--- config.mk ---
export PLATFORM = sky130hd
export DESIGN_NAME = serial_parity_framer
export DESIGN_NICKNAME = d
export VERILOG_FILES = /design/src/rtl/serial_pkg.sv /design/src/rtl/serial_parity_framer_lane.sv /design/src/rtl/serial_parity_framer.sv
export SDC_FILE = /design/constraint.sdc
export NUM_CORES = 1
export LEC_CHECK = 0
export CAP_MARGIN = 20
export CORE_MARGIN = 2
export CORE_UTILIZATION = 35
export CTS_BUF_LIST = sky130_fd_sc_hd__clkbuf_4 sky130_fd_sc_hd__clkbuf_8
export CTS_CLUSTER_DIAMETER = 30
export DETAILED_ROUTE_END_ITERATION = 10
export PLACE_DENSITY_LB_ADDON = 0.15
export SLEW_MARGIN = 40
export SYNTH_ARGS = -nofsm -noshare
export SYNTH_HDL_FRONTEND = slang
export SYNTH_SLANG_ARGS = --single-unit
--- constraint.sdc ---
create_clock -name clk -period 1.6 [get_ports clk]
set_input_delay 0.24 -clock clk [delete_from_list [all_inputs] [get_ports clk]]
set_output_delay 0.24 -clock clk [all_outputs]
set_load 0.01 [all_outputs]
--- src/rtl/serial_pkg.sv ---
// ---------------------------------------------------------------------------
// serial_pkg: width and lane-index helpers shared by serial framing blocks.
// Revision: 1.0
// ---------------------------------------------------------------------------
`default_nettype none

package serial_pkg;

  // Counter width able to hold values 0..n-1, never narrower than one bit.
  function automatic int width_for(input int n);
    return (n <= 1) ? 1 : $clog2(n);
  endfunction

  function automatic int lane_lsb(input int lane, input int len);
    return lane * len;
  endfunction

endpackage

`default_nettype wire

--- src/rtl/serial_parity_framer_lane.sv ---
// ---------------------------------------------------------------------------
// par_lane: one serial lane, shift register plus running XOR accumulator.
// Revision: 1.0
// ---------------------------------------------------------------------------
`default_nettype none

module par_lane #(
  parameter int FRAME_LEN = 3
) (
  input  logic                 clk,
  input  logic                 rst,
  input  logic                 clr,
  input  logic                 en,
  input  logic                 din,
  output logic [FRAME_LEN-1:0] word,
  output logic                 par
);

  logic [FRAME_LEN-1:0] shift_q, shift_d;
  logic                 acc_q, acc_d;

  // word and par include the bit currently on din, so the frame can be
  // captured on the same edge that samples its last bit.
  assign word = FRAME_LEN'({shift_q, din});
  assign par  = acc_q ^ din;

  always_comb begin
    shift_d = shift_q;
    acc_d   = acc_q;
    if (clr) begin
      shift_d = '0;
      acc_d   = 1'b0;
    end
    if (en) begin
      shift_d = FRAME_LEN'({shift_d, din});
      acc_d   = acc_d ^ din;
    end
  end

  always_ff @(posedge clk) begin
    if (rst) begin
      shift_q <= '0;
      acc_q   <= 1'b0;
    end else begin
      shift_q <= shift_d;
      acc_q   <= acc_d;
    end
  end

endmodule

`default_nettype wire

--- src/rtl/serial_parity_framer.sv ---
// ---------------------------------------------------------------------------
// serial_parity_framer: multi-lane serial frame collector with parity
// generation/checking and a saturating parity-error counter.
// Revision: 1.0
// ---------------------------------------------------------------------------
`default_nettype none

module serial_parity_framer
  import serial_pkg::*;
#(
  parameter int FRAME_LEN = 3,
  parameter int CHANNELS  = 1,
  parameter int CNT_W     = 8
) (
  input  logic                                 clk,
  input  logic                                 rst,
  input  logic [CHANNELS-1:0]                  din,
  input  logic                                 din_en,
  input  logic                                 sync,
  input  logic                                 odd_sel,
  input  logic                                 chk_mode,
  output logic [CHANNELS*FRAME_LEN-1:0]        frame_out,
  output logic [CHANNELS-1:0]                  par_out,
  output logic                                 out_valid,
  output logic [width_for(FRAME_LEN+1)-1:0]    bit_cnt,
  output logic [CNT_W-1:0]                     err_cnt
);

  localparam int BIT_CNT_W = width_for(FRAME_LEN + 1);

  logic [BIT_CNT_W-1:0]          bit_cnt_q, bit_cnt_d;
  logic [CHANNELS*FRAME_LEN-1:0] frame_q, frame_d;
  logic [CHANNELS-1:0]           par_q, par_d;
  logic                          valid_q, valid_d;
  logic [CNT_W-1:0]              err_q, err_d;

  logic                          w_done;
  logic                          w_lane_clr;
  logic                          w_lane_en;
  logic [CHANNELS*FRAME_LEN-1:0] w_word;
  logic [CHANNELS-1:0]           w_par;
  logic [CHANNELS-1:0]           w_par_sel;

  assign w_done     = din_en & ~sync & (bit_cnt_q == BIT_CNT_W'(FRAME_LEN - 1));
  // A completing bit is consumed into frame_out, so lanes restart empty.
  assign w_lane_clr = sync | w_done;
  assign w_lane_en  = din_en & ~w_done;
  assign w_par_sel  = w_par ^ {CHANNELS{odd_sel}};

  generate
    for (genvar c = 0; c < CHANNELS; c++) begin : g_lane
      par_lane #(
        .FRAME_LEN(FRAME_LEN)
      ) u_lane (
        .clk (clk),
        .rst (rst),
        .clr (w_lane_clr),
        .en  (w_lane_en),
        .din (din[c]),
        .word(w_word[lane_lsb(c, FRAME_LEN) +: FRAME_LEN]),
        .par (w_par[c])
      );
    end
  endgenerate

  always_comb begin
    bit_cnt_d = bit_cnt_q;
    frame_d   = frame_q;
    par_d     = par_q;
    valid_d   = w_done;
    err_d     = err_q;
    if (sync) begin
      bit_cnt_d = (din_en && FRAME_LEN > 1) ? BIT_CNT_W'(1) : '0;
    end else if (din_en) begin
      bit_cnt_d = w_done ? '0 : bit_cnt_q + BIT_CNT_W'(1);
    end
    if (w_done) begin
      frame_d = w_word;
      par_d   = w_par_sel;
      if (chk_mode && (|w_par_sel) && (err_q != {CNT_W{1'b1}})) begin
        err_d = err_q + CNT_W'(1);
      end
    end
  end

  always_ff @(posedge clk) begin
    if (rst) begin
      bit_cnt_q <= '0;
      frame_q   <= '0;
      par_q     <= '0;
      valid_q   <= 1'b0;
      err_q     <= '0;
    end else begin
      bit_cnt_q <= bit_cnt_d;
      frame_q   <= frame_d;
      par_q     <= par_d;
      valid_q   <= valid_d;
      err_q     <= err_d;
    end
  end

  assign bit_cnt   = bit_cnt_q;
  assign frame_out = frame_q;
  assign par_out   = par_q;
  assign out_valid = valid_q;
  assign err_cnt   = err_q;

endmodule

`default_nettype wire

# After elaboration in Yosys (flattened, before gate mapping)
# Cells that the tools add are included.
# word_totals
output_inout_bits	15
inputBits	7
regBits	18
elab_cells	32
# classes
reduce_logical	4
n_eq_ne	2
bitwise	9
n_addsub	2
n_mux	8
# op_table
operator	n
2-to-1 mux 2 bit	5
adder 8 x 1 -> 8 bit (second input constant)	1
inequality test 8 bit (second input constant)	1
bitwise AND 1 bit	3
2-to-1 mux 1 bit	3
XOR 1 bit	3
adder 2 x 1 -> 2 bit (second input constant)	1
equality test 2 bit (second input constant)	1
logical AND 1 bit	2
inverter 1 bit	2
AND reduction 2 bit	1
nonzero test 2 bit	1
bitwise OR 1 bit	1

# Longest topological paths before layout
# Gate-level depths: netlist of run 1.
# logic_depth
word_depth	7
mapped_depth	7
ltp_nobuf	5

# Hierarchy
# Synthesis of run 1 repeated with hierarchy kept, for this count alone.
# hier_totals
hier_cells	94
hier_area_um2	859.6
# by_module_without_submodules
mod	instances	cells_per_inst	area_each_um2	seq_area_each_um2
serial_parity_framer	1	80	730.7	300.3
par_lane	1	14	128.9	60.1

# Worst setup path before layout of run 1
# OpenSTA, ideal clock, no wires.
# synth_path
path_type	reg-to-reg
startpoint	register bit_cnt_q[1], in the netlist bit_cnt[1]
endpoint	register err_q[4], in the netlist err_cnt[4]
path_stages_with_launch	7
slack_ns	0.041
t_arrival_ns	1.489
required_ns	1.529
synth_period_minus_slack_ns	1.559
cell_sequence	dfxtp_1 > and4bb_1 > buf_4 > o2111ai_4 > buf_6 > or3_1 > a21oi_1
# synth_between
elab_chain_cells	3
# synth_lines
element	line	source
from (decl)	serial_parity_framer.sv:31	logic [BIT_CNT_W-1:0] bit_cnt_q, bit_cnt_d;
from (signal assigned)	serial_parity_framer.sv:94	bit_cnt_q <= bit_cnt_d;
equality test 2 bit	serial_parity_framer.sv:44	assign w_done = din_en & ~sync & (bit_cnt_q == BIT_CNT_W'(FRAME_LEN - 1));
bitwise AND 1 bit	serial_parity_framer.sv:44	
AND reduction 2 bit (no source line)	n/a	
to (signal assigned)	serial_parity_framer.sv:98	err_q <= err_d;
to (decl)	serial_parity_framer.sv:35	logic [CNT_W-1:0] err_q, err_d;
# No other way between the ends.
# A chain may end at the register's enable or synchronous reset.

# Worst setup path after layout of run 1
# layout_path
startpoint	register bit_cnt_q[0], in the netlist bit_cnt[0]
endpoint	register err_q[3], in the netlist err_cnt[3]
# The elaborated chain is that of the path after synthesis.

==> implementation parameters, run 1 <==
Parameter                              Value

Status
  Status ... finished, final reports clean

Synth
  Combinational family with the most area after synthesis ... simple AND/OR/NAND/NOR gates
  Synthesis-stage register bit count ... 18
  Async set or reset register ratio after synthesis ... 0%
  Fraction of synthesized cell area in xor and xnor cells ... under 10%
  Mux cell area share after synthesis ... ~2.6%
  Cell count after synthesis ... 90
  Fraction of the yosys area taken by sequential cells ... 44.2%
  Ys flop type ... sky130_fd_sc_hd__dfxtp_1
  Compound-Gate Fraction of Synth Area ... between 10% and 20%
  Count of yosys warnings during synthesis ... 0
  Netlist area before placement ... 816 um^2
  Synthesized area divided by synthesized cell count ... approximately 9.1 um^2
  Count of flip-flops with a built-in enable after synthesis ... 0
  Synth Area in Simple Gates ... 24.5%
  Post-Synth Adder-Cell Area ... around 1.5%
  Distinct cell type count of the synthesized netlist ... 30
  Nets in the synthesized netlist ... about 100

Setup path
  Cells along the critical path ... and4bb_2, o2111ai_4, or3_2, a21oi_1
  Critical path endpoint category ... flip-flop
  Startpoint types ... flip-flop
  Worst-case register-to-register setup slack ... around 45 ps
  Startpoint of the lowest-slack register-to-register path ... bit_cnt[0]$_SDFFE_PP0P_
  CP Data Required Time ... 1820 ps
  R2r endpoint ... err_cnt[3]$_SDFFE_PP0P_
  Critical path class ... reg -> reg
  Stage delay of the slowest cell on the critical path ... 480 ps
  Length in cells of the worst reg-to-reg path ... 4
  Library cell contributing the largest single delay on the critical path ... sky130_fd_sc_hd__or3_2
  Highest fanout seen on the critical path ... 8
  Data arrival, critical path ... 1770 ps

Timing
  Setup repair after global routing missed its margin ... yes
  Number of hold violations in the final report ... 0
  Achievable clock frequency ... around 640 MHz
  Setup violators final ... 0
  Slew Limit Headroom ... between 80% and 90%
  Pin slew with the least headroom to its limit ... 287 ps
  Worst clock skew on the final layout ... 1.67 ps
  Share of the cycle needed by the critical path after routing ... between 90% and 100%
  Fin Setup TNS ... 0 ps
  Max Transition Viols Final ... 0
  Clock period minus final worst setup slack ... 1560 ps

CTS
  Number of hold buffers added after cts ... 0
  TritonCTS clock tree ... done
  Number of buffers between clock root and the deepest sink ... 2
  Root cell of the clock tree ... sky130_fd_sc_hd__clkbuf_4
  Number of levels in the clock H-tree ... 1
  Clock-pin slew of the registers on the worst-case setup and hold paths ... 100 ps
  TritonCTS Sinks ... 18
  Worst skew pair latency ... 280 ps
  CTS Buf Count ... 3

Global routing
  Gr ovfl total ... 0
  Number of global-route vias before repair ... between 700 and 800
  Antenna violations before repair ... 0
  Wire length of the first global-routing pass ... 3.19 mm
  Maximum number of pins on one net before global-route repair ... 19
  Overall track demand over capacity in global routing ... 15.6%

Cells and area
  Final net count ... 140
  Syn-to-layout area delta ... 52.1%
  Fraction of final layout cells with drive strength greater than 1 ... 27.5%
  Area of all placed cells without fillers ... 1240 um^2
  Leading cell types in the layout, fill and taps excluded ... sky130_fd_sc_hd__buf_4, sky130_fd_sc_hd__clkdlybuf4s50_1, sky130_fd_sc_hd__dfxtp_1
  Total inserted antenna cells ... 0
  Most common cell after layout, fill and taps aside ... sky130_fd_sc_hd__buf_4

Die
  Count of standard-cell rows ... 17
  I/O pin total ... 22
  Floorplan Core Area ... 2210 um^2
  Overall die area ... 2730 um^2
  Initial core utilization ... about 37%
  Die W ... 52.3 um
  Die Height ... 52.3 um

Routing
  Wirelength per Cell ... roughly 12 um
  Average vias per placed instance ... a little over 5
  Residual DRC count ... 0
  Total via count after detailed routing ... 799
  Number of iterations in the first detailed-routing pass ... 2
  Count of antenna-violating nets left after detailed routing ... 0
  Final WL ... between 1.5 and 2 mm
  Drt initial violations ... 1

Power and ir drop
  Seq pwr share ... 56.1%
  Net Sw Power ... between 0.15 and 0.2 mW
  Comb pwr share ... 10.0%
  Leakage power summed over all cells ... 0.481 nW
  Fraction of power consumed by the clock network ... 33.8%
  Maximum vdd ir drop ... 0.444 mV
  Internal power summed over all cells ... about 0.64 mW
  Power density over the cells ... 656 nW/um^2
  Sw Share ... 21.5%

Worst hold path
  Startpoint of the worst hold path ... sync
  Min-Delay Path Depth ... 3
  Hold endpoint ... bit_cnt[1]$_SDFFE_PP0P_
  Hold Path Class ... in -> reg

Placed design
  Placer's final routability congestion estimate ... 0.748
  Placed wire-length estimate after detailed placement ... 1.37 mm
  Placed inst area ... roughly 1200 um^2
  Count of input and output buffers ... 21

Flow run
  Max-cap viol count ... 0
worst max-delay path, delay by kind of cell (launching register included):
kind | cells | cell delay [ps]
AO/OA/AOI/OAI | 2 | 340
AND/OR/NAND/NOR | 2 | 810
flip-flops | 1 | 330
cell usage after synthesis, types with 2 or more instances:
library cell | instances | area share (%)
sky130_fd_sc_hd__inv_1 | 2 | 0.92
sky130_fd_sc_hd__o31ai_1 | 2 | 1.8
sky130_fd_sc_hd__clkbuf_1 | 2 | 0.92
sky130_fd_sc_hd__dfxtp_1 | 18 | 44
sky130_fd_sc_hd__nor2_1 | 6 | 2.8
sky130_fd_sc_hd__nand3_1 | 4 | 2.5
sky130_fd_sc_hd__nand2_1 | 13 | 6.0
sky130_fd_sc_hd__nor3_1 | 3 | 1.8
sky130_fd_sc_hd__or3_2 | 2 | 1.8
sky130_fd_sc_hd__o21ai_0 | 5 | 3.1
sky130_fd_sc_hd__a21oi_1 | 11 | 6.7
sky130_fd_sc_hd__or3_1 | 2 | 1.5
sky130_fd_sc_hd__buf_4 | 2 | 1.8
sky130_fd_sc_hd__or4_1 | 2 | 1.8
power groups by stage:
stage / registers (mW) / logic, mW / clock network (mW)
2_1_floorplan: 0.469 / 0.0365 / 0
5_1_grt: 0.458 / 0.0897 / 0.315
3_5_place_dp: 0.467 / 0.0772 / 0
3_3_place_gp: 0.467 / 0.0767 / 0
4_1_cts: 0.457 / 0.0769 / 0.293
6_report: 0.457 / 0.0817 / 0.275
sequential cells by signal, summed over array words and instances (netlist names):
register / count
out_valid: 1
par_out: 1
bit_cnt: 2
frame_out: 3
g_lane.u_lane.shift_q: 2
err_cnt: 8
g_lane.u_lane.acc_q: 1
metrics by stage:
| stage | utilization (%) | setup slack [ps] | instances | hold WS [ps] | total power [mW] |
|---|---|---|---|---|---|
| 6_report | 56.1 | 44.6 | 159 | 287 | 0.814 |
| 5_1_grt | 56.1 | -26.0 | 159 | 298 | 0.862 |
| 4_1_cts | 55.0 | 6.62 | 158 | 465 | 0.827 |
| 3_5_place_dp | 52.2 | -378 | 151 | 450 | 0.544 |
| 3_3_place_gp | 52.2 | -358 | 151 | 444 | 0.544 |
| 2_1_floorplan | - | 40.5 | 90 | 317 | 0.506 |
repair_timing:
| item | in CTS | in global routing |
|---|---|---|
| setup buffers | 3 | 1 |
| gates resized for setup | 2 | 9 |
| endpoints found under the setup margin | 5 | 9 |
| pin swaps | 3 | 6 |
how the worst max path moves through the flow:
stage / from / slack, ps / cells after the start / to
5_1_grt: err_cnt[0]$_SDFFE_PP0P_ / -30 / 7 / err_cnt[0]$_SDFFE_PP0P_
2_1_floorplan: bit_cnt[1]$_SDFFE_PP0P_ / 40 / 6 / err_cnt[4]$_SDFFE_PP0P_
3_3_place_gp: din / -360 / 5 / err_cnt[7]$_SDFFE_PP0P_
4_1_cts: sync / 7 / 5 / err_cnt[3]$_SDFFE_PP0P_
6_report: bit_cnt[0]$_SDFFE_PP0P_ / 40 / 4 / err_cnt[3]$_SDFFE_PP0P_
3_5_place_dp: din / -380 / 5 / err_cnt[7]$_SDFFE_PP0P_
cells by family after synthesis:
logic type	count (synthesis)
buffers and inverters	7
flip-flops	18
multiplexers	2
AO/OA/AOI/OAI	21
adder cells (fa/ha/maj)	1
AND/OR/NAND/NOR	38
XOR/XNOR	3
per-layer routing:
metal / part of all wire, % / track usage (%)
met5: 0 / 0
met4: 0.69 / 3.85
met3: 3.4 / 3.71
met2: 51 / 27.7
met1: 45 / 18.7
final cells by class:
type | instances | area [um^2]
clock buffers | 4 | 36.3
flip-flops and latches | 18 | 365
repair buffers | 42 | 378
inverters | 2 | 7.51
multi-input cells | 65 | 419
fillers | 216 | 971
well taps | 28 | 35.0
No activity file was read; power rests on OpenSTA's default activity.
==> inputs of run 2 (changes only) <==
--- a/config.mk
+++ b/config.mk
@@ -11,6 +11,7 @@
 export CTS_BUF_LIST = sky130_fd_sc_hd__clkbuf_4 sky130_fd_sc_hd__clkbuf_8
 export CTS_CLUSTER_DIAMETER = 30
 export DETAILED_ROUTE_END_ITERATION = 10
+export GPL_TIMING_DRIVEN = 0
 export PLACE_DENSITY_LB_ADDON = 0.15
 export SLEW_MARGIN = 40
 export SYNTH_ARGS = -nofsm -noshare
==> constraint.sdc (replaced) <==
create_clock -name clk -period 1.6 [get_ports clk]
set_input_delay 0.24 -clock clk [delete_from_list [all_inputs] [get_ports clk]]
set_output_delay 0.24 -clock clk [all_outputs]
set_load 0.02 [all_outputs]
==> implementation parameters, run 2 (synthesis results as in run 1) <==
Parameter                              Value

Status
  Status ... finished, final reports clean

Placed design
  Number of placed instances with taps included ... about 140
  Placed wire-length estimate after detailed placement ... approximately 1.3 mm
  Count of input and output buffers ... 19
  Placer's final routability congestion estimate ... 0.698
  Placed inst area ... roughly 1000 um^2

Global routing
  Gr ovfl total ... 0
  Wire length of the first global-routing pass ... 2.91 mm
  Overall track demand over capacity in global routing ... 14.1%
  Number of global-route vias before repair ... 674
  Maximum number of pins on one net before global-route repair ... 11
  Antenna violations before repair ... 0

Routing
  Average vias per placed instance ... 5.20
  Number of iterations in the first detailed-routing pass ... 2
  Wirelength per Cell ... 12.2 um
  Count of antenna-violating nets left after detailed routing ... 0
  Drt initial violations ... 3
  Final WL ... roughly 1.8 mm
  Total via count after detailed routing ... 749
  Residual DRC count ... 0

Timing
  Slew Limit Headroom ... 70.1%
  Worst clock skew on the final layout ... around 6.7 ps
  Number of hold violations in the final report ... 0
  Setup violators final ... 0
  Share of the cycle needed by the critical path after routing ... a little over nine tenths
  Max Transition Viols Final ... 0
  Clock period minus final worst setup slack ... 1540 ps
  Achievable clock frequency ... 649 MHz
  Pin slew with the least headroom to its limit ... 449 ps

Setup path
  Cells along the critical path ... clkdlybuf4s50_1
  Worst setup path endpoint ... err_cnt[7]
  Critical Path Stages ... 1
  Startpoint of the worst setup timing path ... err_cnt[7]$_SDFFE_PP0P_
  Top delay family on crit path ... buffers and inverters
  Startpoint of the lowest-slack register-to-register path ... bit_cnt[0]$_SDFFE_PP0P_
  Data arrival, critical path ... 1300 ps
  Library cell contributing the largest single delay on the critical path ... sky130_fd_sc_hd__clkdlybuf4s50_1
  Startpoint types ... flip-flop
  Length in cells of the worst reg-to-reg path ... 5
  Stage delay of the slowest cell on the critical path ... 620 ps
  Critical path class ... reg -> out
  CP Data Required Time ... ~1400 ps
  Highest fanout seen on the critical path ... 4
  Worst-case register-to-register setup slack ... approximately 70 ps
  Critical path endpoint category ... primary output
  R2r endpoint ... err_cnt[3]$_SDFFE_PP0P_
  Buffers and inverters on the worst path ... 1

CTS
  Number of levels in the clock H-tree ... 1
  Number of buffers between clock root and the deepest sink ... 2
  TritonCTS Sinks ... 18
  Clock-pin slew of the registers on the worst-case setup and hold paths ... roughly 90 ps
  TritonCTS clock tree ... done
  CTS Buf Count ... 3
  Number of hold buffers added after cts ... 0
  Root cell of the clock tree ... sky130_fd_sc_hd__clkbuf_4
  Worst skew pair latency ... 290 ps

Die
  I/O pin total ... 22
  Floorplan Core Area ... 2210 um^2
  Die Height ... roughly 52 um
  Initial core utilization ... 36.9%
  Overall die area ... 2730 um^2
  Die W ... 52.3 um
  Count of standard-cell rows ... 17

Cells and area
  Most common cell after layout, fill and taps aside ... sky130_fd_sc_hd__nand2_1
  Filler cell count in the final layout ... 231
  Area of all placed cells without fillers ... roughly 1100 um^2
  Non-filler cells, final ... 144
  Syn-to-layout area delta ... 39.3%
  Largest register FFs ... 8
  Final core area utilization ... 51.4%
  Final net count ... 126
  Total inserted antenna cells ... 0
  Leading cell types in the layout, fill and taps excluded ... sky130_fd_sc_hd__nand2_1, sky130_fd_sc_hd__dfxtp_1, sky130_fd_sc_hd__clkdlybuf4s50_1
  Fraction of final layout cells with drive strength greater than 1 ... 22.4%

Power and ir drop
  Post-route total power ... 0.737 mW
  Leakage power summed over all cells ... 0.423 nW
  Maximum vdd ir drop ... 0.570 mV
  Power density over the cells ... 649 nW/um^2

Flow run
  Max-cap viol count ... 0

Worst hold path
  Hold Path Class ... in -> reg
[run 2: worst reg2reg max path, cell delays in order, from the launching register on]
cell and delay (ps):
sky130_fd_sc_hd__dfxtp_4 350, sky130_fd_sc_hd__and4bb_1 250, sky130_fd_sc_hd__buf_6 120, sky130_fd_sc_hd__o2111ai_4 130, sky130_fd_sc_hd__or3_2 470, sky130_fd_sc_hd__a21oi_1 150
[run 2: final cells by class]
type | instances | area [um^2] | share of cell area [%]
Buffer | 5 | 37.5 | 3.30
Clock buffer | 3 | 22.5 | 1.98
Inverter | 2 | 7.51 | 0.661
Multi-Input combinational cell | 65 | 438 | 38.5
Sequential cell | 18 | 373 | 32.8
Tap cell | 28 | 35.0 | 3.08
Timing Repair Buffer | 23 | 223 | 19.6
[run 2: how the worst min path moves through the flow]
stage / from / endpoint / slack [ps] / cells after the start
2_1_floorplan: sync / bit_cnt[1]$_SDFFE_PP0P_ / 310 / 1
3_3_place_gp: frame_out[0]$_SDFFE_PP0P_ / frame_out[0]$_SDFFE_PP0P_ / 440 / 2
3_5_place_dp: frame_out[1]$_SDFFE_PP0P_ / frame_out[1]$_SDFFE_PP0P_ / 460 / 2
4_1_cts: din_en / bit_cnt[0]$_SDFFE_PP0P_ / 250 / 3
5_1_grt: din_en / bit_cnt[0]$_SDFFE_PP0P_ / 260 / 3
6_report: din_en / bit_cnt[0]$_SDFFE_PP0P_ / 270 / 3
[run 2: report_power, final]
group	switching (mW)	internal (mW)
Sequential	0.00401	0.451
Combinational	0.0336	0.0334
Clock	0.127	0.0875
[run 2: timing repair]
action / in CTS / in global routing
gates resized for setup: 6 / 16
gates cloned: 0 / 1
pin swaps: 3 / 5
buffers inserted: 0 / 3
endpoints found under the setup margin: 9 / 10
[run 2: through the flow]
stage,hold WS [ps],setup TNS (ps),worst slack (ps)
after floorplan,309,0,6.65
after global placement,443,-3370,-497
after detailed placement,456,-3460,-507
after CTS,246,0,0.0380
after global routing,264,-0.347,-0.347
final,267,0,60.1
[run 2: routing by layer]
metal	track usage [%]	vias up	wire (um)
li1	-	373	-
met1	15.5	360	775
met2	25.0	14	875
met3	5.71	2	92
met4	3.85	0	13
met5	0	-	0
==> inputs of run 3 (changes only) <==
--- a/config.mk
+++ b/config.mk
@@ -11,7 +11,6 @@
 export CTS_BUF_LIST = sky130_fd_sc_hd__clkbuf_4 sky130_fd_sc_hd__clkbuf_8
 export CTS_CLUSTER_DIAMETER = 30
 export DETAILED_ROUTE_END_ITERATION = 10
-export GPL_TIMING_DRIVEN = 0
 export PLACE_DENSITY_LB_ADDON = 0.15
 export SLEW_MARGIN = 40
 export SYNTH_ARGS = -nofsm -noshare
==> implementation parameters, run 3 (synthesis results as in run 1) <==
Parameter                              Value

Routing
  Number of iterations in the first detailed-routing pass ... 3
  Wirelength per Cell ... 13.0 um
  Final WL ... 2.04 mm
  Count of antenna-violating nets left after detailed routing ... 0
  Total via count after detailed routing ... 807
  Average vias per placed instance ... between 5 and 6
  Residual DRC count ... 0
  Drt initial violations ... 12

Timing
  Max Transition Viols Final ... 0
  Pin slew with the least headroom to its limit ... 300 ps
  Worst clock skew on the final layout ... between 1.5 and 2 ps
  Fin Setup TNS ... 0 ps
  Slew Limit Headroom ... between 80% and 90%
  Number of hold violations in the final report ... 0
  Achievable clock frequency ... 641 MHz
  Clock period minus final worst setup slack ... 1560 ps
  Setup repair after global routing missed its margin ... yes
  Share of the cycle needed by the critical path after routing ... between 90 and 100%
  Setup violators final ... 0

Cells and area
  Final net count ... 138
  Combined area of the multi-input logic cells ... about 460 um^2
  Area of all placed cells without fillers ... 1260 um^2
  Syn-to-layout area delta ... 54.3%
  Most common cell after layout, fill and taps aside ... sky130_fd_sc_hd__buf_4
  Leading cell types in the layout, fill and taps excluded ... sky130_fd_sc_hd__buf_4, sky130_fd_sc_hd__nand2_1, sky130_fd_sc_hd__dfxtp_1
  Largest register FFs ... 8
  Area occupied by registers ... 367 um^2
  Filler cell count in the final layout ... 211
  Total inserted antenna cells ... 0
  Fraction of final layout cells with drive strength greater than 1 ... 27.9%

CTS
  Worst skew pair latency ... 290 ps
  TritonCTS clock tree ... done
  CTS Buf Count ... 3
  Number of buffers between clock root and the deepest sink ... 2
  Root cell of the clock tree ... sky130_fd_sc_hd__clkbuf_4
  Clock-pin slew of the registers on the worst-case setup and hold paths ... ~100 ps
  Number of levels in the clock H-tree ... 1
  Number of hold buffers added after cts ... 0
  TritonCTS Sinks ... 18

Power and ir drop
  Post-route total power ... between 0.8 and 0.9 mW
  Power density over the cells ... roughly 650 nW/um^2
  Leakage power summed over all cells ... ~0.53 nW
  Maximum vdd ir drop ... between 0.3 and 0.4 mV

Die
  Floorplan Core Area ... 2210 um^2
  Initial core utilization ... 36.9%
  Die Height ... 52.3 um
  Count of standard-cell rows ... 17
  Overall die area ... 2730 um^2
  Die W ... 52.3 um
  I/O pin total ... 22

Setup path
  Critical path class ... in -> reg
  Data arrival, critical path ... about 1800 ps
  Startpoint types ... input port
  Highest fanout seen on the critical path ... 6
  CP Data Required Time ... 1830 ps
  Critical path endpoint category ... flip-flop

Global routing
  Peak-usage layer in the global routing report ... met2
  Gr ovfl total ... 0
  Routing usage on met3 ... about 3.1%
  Overall track demand over capacity in global routing ... 16.4%
  Met2 global-route usage ... 26.7%
  Number of global-route vias before repair ... 781
  Antenna violations before repair ... 0
  Global routing usage on met1 ... 18.8%
  Maximum number of pins on one net before global-route repair ... 19
  Wire length of the first global-routing pass ... approximately 3.3 mm

Flow run
  Max-cap viol count ... 0

Worst hold path
  Hold Path Class ... in -> reg

Placed design
  Placer's final routability congestion estimate ... 0.752
  Count of input and output buffers ... 21
  Placed inst area ... 1140 um^2
  Placed wire-length estimate after detailed placement ... about 1.3 mm

Status
  Status ... finished, final reports clean
run 3: critical path, stage by stage:
cell                              delay [ps]
sky130_fd_sc_hd__clkdlybuf4s50_1         480
sky130_fd_sc_hd__and4bb_4                290
sky130_fd_sc_hd__o2111ai_4               170
sky130_fd_sc_hd__buf_6                   170
sky130_fd_sc_hd__or3_1                   300
sky130_fd_sc_hd__a21oi_1                 140
run 3: repair_timing:
item / 4_1_cts / 5_1_grt
endpoints found under the setup margin: 10 / 10
resized for setup: 9 / 14
setup buffers: 2 / 1
cloned: 1 / 0
hold endpoints to repair: 0 / 0
pin swaps: 6 / 4
run 3: per-layer routing:
metal / part of all wire, % / routed length, um / vias up
li1: - / - / 400
met1: 46 / 948 / 383
met2: 48 / 984 / 18
met3: 2.7 / 56 / 6
met4: 2.5 / 51 / 0
met5: 0 / 0 / -
run 3: report_power, final:
group	internal, mW	switching (mW)	leakage (nW)	total (mW)
clock network	0.139	0.142	0.0210	0.280
registers	0.454	0.00324	0.148	0.457
logic	0.0428	0.0372	0.366	0.0800
total	0.635	0.182	0.535	0.818
run 3: final timing paths:
check / start / end / slack, ps / cells past startpoint
max: din_en / err_cnt[2]$_SDFFE_PP0P_ / 40 / 6
min: sync / bit_cnt[1]$_SDFFE_PP0P_ / 270 / 3
max reg2reg: err_cnt[6]$_SDFFE_PP0P_ / err_cnt[1]$_SDFFE_PP0P_ / 60 / 6
min reg2reg: frame_out[2]$_SDFFE_PP0P_ / frame_out[2]$_SDFFE_PP0P_ / 470 / 2
run 3: layout make-up:
type / instances / area share (%)
Multi-Input combinational cell: 66 / 36.2
Sequential cell: 18 / 29.1
Timing Repair Buffer: 39 / 28.4
Clock buffer: 4 / 2.88
Tap cell: 28 / 2.78
Inverter: 2 / 0.596
run 3: metrics by stage:
| stage | util, % | hold slack [ps] | setup WS (ps) | std cells |
|---|---|---|---|---|
| floorplan | - | 309 | 6.65 | 90 |
| global placement | 51.6 | 445 | -392 | 149 |
| detailed placement | 51.6 | 451 | -437 | 149 |
| CTS | 54.6 | 469 | 6.68 | 156 |
| global route | 56.9 | 309 | -26.5 | 157 |
| finish | 56.9 | 275 | 40.6 | 157 |
